$ cat src/rtl/t09_sound_sequencer.sv
// t09_sound_sequencer: edge-detected game sound events arbitrated onto
// one tone-divider bus as timed note sequences followed by a silent gap.
module t09_sound_sequencer #(
  parameter int TICKS_PER_MS = 10000,
  parameter int GOOD_MS      = 50,
  parameter int BAD_MS       = 200,
  parameter int MOVE_MS      = 20,
  parameter int GAP_MS       = 10
) (
  input  logic       clk,
  input  logic       rst,
  input  logic       goodColl_i,
  input  logic       badColl_i,
  input  logic [3:0] direction_i,
  input  logic       mute_i,
  output logic [7:0] freq_o,
  output logic       tone_en_o,
  output logic       busy_o
);

  localparam int M1 = (BAD_MS > GOOD_MS) ? BAD_MS : GOOD_MS;
  localparam int M2 = (M1 > MOVE_MS) ? M1 : MOVE_MS;
  localparam int MX = (M2 > GAP_MS) ? M2 : GAP_MS;
  localparam int CW = $clog2(MX * TICKS_PER_MS + 1);

  localparam logic [CW-1:0] GOOD_C = CW'(GOOD_MS * TICKS_PER_MS - 1);
  localparam logic [CW-1:0] BAD_C  = CW'(BAD_MS * TICKS_PER_MS - 1);
  localparam logic [CW-1:0] MOVE_C = CW'(MOVE_MS * TICKS_PER_MS - 1);
  localparam logic [CW-1:0] GAP_C  = CW'(GAP_MS * TICKS_PER_MS - 1);

  typedef enum logic [1:0] {
    S_IDLE,
    S_PLAY,
    S_GAP
  } state_e;

  // Class value doubles as its bit index in the pending vector.
  typedef enum logic [1:0] {
    C_MOVE,
    C_GOOD,
    C_BAD
  } cls_e;

  function automatic logic [7:0] note_freq(cls_e c, logic n);
    case (c)
      C_BAD:   return n ? 8'd159 : 8'd126;
      C_GOOD:  return n ? 8'd67 : 8'd89;
      default: return 8'd149;
    endcase
  endfunction

  function automatic logic [CW-1:0] note_dur(cls_e c);
    case (c)
      C_BAD:   return BAD_C;
      C_GOOD:  return GOOD_C;
      default: return MOVE_C;
    endcase
  endfunction

  function automatic cls_e pick(logic [2:0] v);
    if (v[2]) return C_BAD;
    if (v[1]) return C_GOOD;
    return C_MOVE;
  endfunction

  state_e        state_q, state_d;
  cls_e          cls_q, cls_d;
  logic          note_q, note_d;
  logic [CW-1:0] cnt_q, cnt_d;
  logic [7:0]    freq_q, freq_d;
  logic [2:0]    pend_q, pend_d;
  logic          good_q, bad_q, dir_q;

  logic [2:0] req;
  logic [2:0] cand;
  logic       last;
  logic       start;
  cls_e       start_cls;

  always_comb begin
    req = {badColl_i & ~bad_q,
           goodColl_i & ~good_q,
           (|direction_i) & ~dir_q};
    cand = pend_q | req;
    last = (cls_q == C_MOVE) | note_q;
    state_d = state_q;
    cls_d = cls_q;
    note_d = note_q;
    cnt_d = cnt_q;
    freq_d = freq_q;
    pend_d = cand;
    start = 1'b0;
    start_cls = pick(cand);
    if (mute_i) begin
      state_d = S_IDLE;
      pend_d = '0;
      cnt_d = '0;
      freq_d = '0;
      note_d = 1'b0;
    end else begin
      unique case (state_q)
        S_IDLE: begin
          if (|cand) start = 1'b1;
        end
        S_PLAY: begin
          if (req[2] && cls_q != C_BAD) begin
            start = 1'b1;
            start_cls = C_BAD;
          end else if (cnt_q == '0) begin
            if (last) begin
              state_d = S_GAP;
              cnt_d = GAP_C;
              freq_d = '0;
            end else begin
              note_d = 1'b1;
              cnt_d = note_dur(cls_q);
              freq_d = note_freq(cls_q, 1'b1);
            end
          end else begin
            cnt_d = cnt_q - CW'(1);
          end
        end
        S_GAP: begin
          if (cnt_q == '0) begin
            if (|cand) start = 1'b1;
            else state_d = S_IDLE;
          end else begin
            cnt_d = cnt_q - CW'(1);
          end
        end
        default: state_d = S_IDLE;
      endcase
      if (start) begin
        state_d = S_PLAY;
        cls_d = start_cls;
        note_d = 1'b0;
        cnt_d = note_dur(start_cls);
        freq_d = note_freq(start_cls, 1'b0);
        pend_d = cand & ~(3'b001 << start_cls);
      end
    end
  end

  always_ff @(posedge clk) begin
    if (rst) begin
      state_q <= S_IDLE;
      cls_q <= C_MOVE;
      note_q <= 1'b0;
      cnt_q <= '0;
      freq_q <= '0;
      pend_q <= '0;
      good_q <= 1'b0;
      bad_q <= 1'b0;
      dir_q <= 1'b0;
    end else begin
      state_q <= state_d;
      cls_q <= cls_d;
      note_q <= note_d;
      cnt_q <= cnt_d;
      freq_q <= freq_d;
      pend_q <= pend_d;
      good_q <= goodColl_i;
      bad_q <= badColl_i;
      dir_q <= |direction_i;
    end
  end

  assign tone_en_o = (state_q == S_PLAY);
  assign busy_o = (state_q != S_IDLE);
  assign freq_o = tone_en_o ? freq_q : 8'd0;

endmodule

$ cat config.mk
export PLATFORM = sky130hd
export DESIGN_NAME = t09_sound_sequencer
export DESIGN_NICKNAME = d
export VERILOG_FILES = /design/src/rtl/t09_sound_sequencer.sv
export SDC_FILE = /design/constraint.sdc
export NUM_CORES = 1
export LEC_CHECK = 0
export BUFFER_PORTS_ARGS = -buffer_cell sky130_fd_sc_hd__buf_2
export CAP_MARGIN = 20
export CORE_MARGIN = 2
export CORE_UTILIZATION = 54
export CTS_CLUSTER_SIZE = 30
export DETAILED_ROUTE_END_ITERATION = 12
export GPL_TIMING_DRIVEN = 1
export PLACE_DENSITY = 0.77
export SETUP_SLACK_MARGIN = 0.02
export SLEW_MARGIN = 20
export SYNTH_ARGS = -nofsm -noshare
export SYNTH_HDL_FRONTEND = slang
export SYNTH_SLANG_ARGS = --single-unit
$ cat constraint.sdc
create_clock -name clk -period 3.2 [get_ports clk]
set_input_delay 0.48 -clock clk [delete_from_list [all_inputs] [get_ports clk]]
set_output_delay 0.48 -clock clk [all_outputs]
set_load 0.01 [all_outputs]
# == Word level (Yosys, flattened, before mapping) ==
# Index checks and enable logic that the tools add are counted.
# totals
reg_bits,40
in_bits,9
output_inout_bits,10
elab_cells,103
# classes
n_addsub,1
eq_ne,20
shift,1
mux,39
bitwise,14
n_reduce_logical,18
# op_table
op,count
case mux 21 bit (2 select lines),3
2-to-1 mux 21 bit,5
2-to-1 mux 8 bit,6
case mux 8 bit (2 select lines),2
2-to-1 mux 2 bit,12
zero test 21 bit,1
subtractor 21 x 1 -> 21 bit (second input constant),1
AND reduction 6 bit,2
!= test 2 bit (second input constant),5
!= test 3 bit (second input constant),3
2-to-1 mux 1 bit,8
NOT 1 bit,7
== test 2 x 1 -> 1 bit (second input constant),3
== test 2 bit (second input constant),3
!= test 2 x 1 -> 1 bit (second input constant),3
!= test 3 x 1 -> 1 bit (second input constant),2
case mux 2 bit (3 select lines),1
AND reduction 3 bit,2
nonzero test 2 bit,3
OR reduction 3 bit,2
zero test 2 bit,2
AND reduction 4 bit,1
OR reduction 4 bit,1
AND 1 bit,3
other kinds (12),12

# == Logic depth before layout (Yosys ltp) ==
# logic_depth
word_depth,14
mapped_depth,11
ltp_nobuf,11

# == Worst setup path before layout ==
# Ideal clock, no wire load.
# synth_timing
path_type,flip-flop to flip-flop
startpoint,reg cnt_q[12]
endpoint,reg cnt_q[15]
setup_ns,0.058
t_arrival_ns,2.392
t_required_ns,3.142
setup_slack_ns,0.750
path_stages_with_launch,8
n_path_buf,1
synth_period_minus_slack_ns,2.450
cell_sequence,dfxtp_1 or4_4 or4b_4 or3_4 buf_6 a221o_1 nand2_1 o221a_2
# synth_between
elab_chain_cells,6
elab_cells_between_ends,14
classes_between,add/sub: 1; eq/ne: 2; mux: 8; reduce/logical: 3
# synth_lines
element,line_no,source
start: declaration,69,"logic [CW-1:0] cnt_q, cnt_d;"
start signal: assignment,159,cnt_q <= cnt_d;
"parallel branches: the longest is 6 deep, another holds subtractor 21 x 1 -> 21 bit",--,
# Several ways; the timed one is not identified. The select of a mux whose other input is x is not followed.
# A chain may end at the register's enable or synchronous reset.

# == Final worst setup path ==
# layout_timing
startpoint,reg cnt_q[12]
endpoint,reg freq_q[3]
# layout_between
elab_chain_cells,6
elab_cells_between_ends,9
classes_between,eq/ne: 1; mux: 4; reduce/logical: 4
# layout_lines
element,line_no,source
zero test 21 bit (*),"109, 124",
2-to-1 mux 1 bit,124,if (cnt_q == '0) begin
case mux 1 bit (3 select lines),101,unique case (state_q)
2-to-1 mux 1 bit,94,if (mute_i) begin
!= test 2 x 1 -> 1 bit (no source line) or nonzero test 2 bit (tied branches),--,
AND reduction 3 bit (no source line),--,
end signal: assignment,160,freq_q <= freq_d;
end: declaration,70,"logic [7:0] freq_q, freq_d;"
# Every way passes the cells marked *; elsewhere a longest branch is shown, timed or not. The select of a mux whose other input is x is not followed.

==> reports/results.txt <==
number of synthesis warnings - 0
Final setup viols - 0
clock latency on the worst-skew pair - 0.30 ns
Peak Freq - 0.367 GHz
Worst-path clk slew - 0.08 ns
CTS tree - yes
Worst-Margin Slew - 0.811 ns
Seq/Total Area, Yosys - 0.317
share of cells above drive strength 1 - 0.142
dominant synthesized flop cell - dfxtp_1
Worst setup EP type - flip-flop
first-pass GRT wire length - 11100 um
Max-cap violations - 0
CTS root buf - clkbuf_8
largest fanout on the critical path - 12
r2r setup slk - 0.48 ns
Pre-antenna DRT Iters - 8
setup slack after layout - 0.478 ns
antenna viol nets, final - 0
Req. time, crit path - 3.42 ns
DRC - 0
Global Route Usage Sum - 0.274
vias - 2587
Final TNS setup - 0 ns
final instance area - 0.00279 mm^2
clock net sink count - 40
Tmin final - 2.72 ns
IO Port Bufs - 18
Yosys reg bits - 40
gpl congestion - 0.910
# IOs - 19
relative slew slack - 0.459
Place WS - 0.380 ns
clk buf depth - 2
Pleak - 1.13 nW
cell area after synthesis - 0.00253 mm^2
placed cell count - 390
Final nets - 365
diodes inserted - 0
# rows - 24
kind of start point of the critical path - flip-flop
cts repair resizes - 0
fill count - 390
cts bufs inserted - 5
final worst path period share - 0.851
status - completed
non-filler cells, final - 397
Cell Pwr Density - 511 mW/mm^2
Syn Area/Cell - 7.75 um^2
largest net degree at the start of global routing - 22
Async SR Flop Fraction - 0
Yosys cell types - 57
CP Class - reg -> reg
initial antenna violation count - 0
Tot Pwr - 1.42 mW
final setup skew - 0.00840 ns
WP data arrival - 2.94 ns
die area - 0.00524 mm^2
Layout Utilization - 0.627
Core Region - 0.00444 mm^2
synthesis-to-finish area growth - 10.3%
CTS Hold Bufs - 0
postcts setup bufs - 0
maximum VDD drop - 0.337 mV
die height - 72.4 um
Post-synth EDFFs - 0
width of the die - 72.4 um
cell count after synthesis - 326
detailed placement HPWL - 4800 um
drt total wl - 6810 um
placed cell areas - 0.00266 mm^2
RSZ-0062 raised after global routing - no
wire per inst - 17.2 um
H-tree Lvls - 2
worst hold path type - in -> reg
synthesized net count - 346
commonest non-fill, non-tap cell in the layout - dfxtp_1
Slew Limit Fails - 0
most frequent cells in the layout - dfxtp_1 (40), nand2_1 (39), nor2_1 (28)
DR iter-0 viols - 285
Final Hold Viols - 0
total grt overflow - 0
Starting Density - 0.569
Fin Hold WS - 0.415 ns
vias in the first global route - 2271
Via density - 6.52
-- flip-flops by register name, summed over array words and instances (netlist names) --
| name | cells |
|---|---|
| good_q | 1 |
| cnt_q | 21 |
| dir_q | 1 |
| freq_q | 8 |
| cls_q | 2 |
| note_q | 1 |
| state_q | 2 |
| pend_q | 3 |
| bad_q | 1 |
-- cell type report --
cell class	instances	area [um^2]	area share
Multi-Input combinational cell	260	1600	0.573
Clock buffer	5	68.8	0.0247
Inverter	12	45.0	0.0162
Sequential cell	40	801	0.287
Timing Repair Buffer	26	150	0.0539
Clock inverter	2	60.1	0.0215
Tap cell	52	65.1	0.0233
-- Yosys cell counts (all sizes together), types with 3 or more instances --
library cell	number	area [um^2]
a211oi	10	85.1
and2	12	75.1
xnor2	5	43.8
buf	5	40.0
dfxtp	40	801
nand2	40	153
inv	12	45.0
o21ai	28	140
nor2	29	111
o21a	4	30.0
nor3	12	65.1
a31oi	15	93.8
and3	3	18.8
a21oi	25	133
clkbuf	9	43.8
a221o	3	31.3
a311oi	3	26.3
nand3	9	45.0
or4	3	26.3
ha	11	138
nor4	5	31.3
xor2	4	35.0
nor2b	8	50.1
a21o	4	31.3
o211ai	4	30.0
-- kinds of logic (layout without fill, tap and decap cells) --
| group | count (synthesis) | after routing | synth area share |
|---|---|---|---|
| simple gates | 129 | 129 | 0.254 |
| fa+ha+maj | 11 | 11 | 0.0545 |
| buf+inv | 26 | 45 | 0.0510 |
| xor+xnor | 9 | 9 | 0.0312 |
| compound gates | 111 | 111 | 0.292 |
| flops | 40 | 40 | 0.317 |
-- per-layer routing --
metal,GRT usage,up-vias,part of all wire
li1,-,1235,-
met4,0.101,0,0.021
met2,0.403,144,0.43
met1,0.383,1194,0.45
met5,0,-,0
met3,0.0750,14,0.096
-- critical path: stages (launching register included) --
cell	delay [ns]
dfxtp_1	0.36
or4_4	0.58
or4b_4	0.52
or3_4	0.44
o2bb2ai_1	0.16
o21bai_1	0.25
nor2b_1	0.18
a211oi_2	0.15
-- report_power, final --
group	internal [mW]	leakage, nW	switching, mW
Sequential	0.531	0.328	0.0354
Combinational	0.140	0.738	0.226
Clock	0.307	0.0642	0.185
Total	0.978	1.13	0.447
-- path summary, 6_finish.rpt --
check,from,end,cells past startpoint
worst max-delay path,cnt_q[12],freq_q[3],7
worst max register to register,cnt_q[12],freq_q[3],7
worst min register to register,freq_q[5],freq_q[5],2
worst min-delay path,goodColl_i,good_q,2
Power figures use the tool's default switching activity.
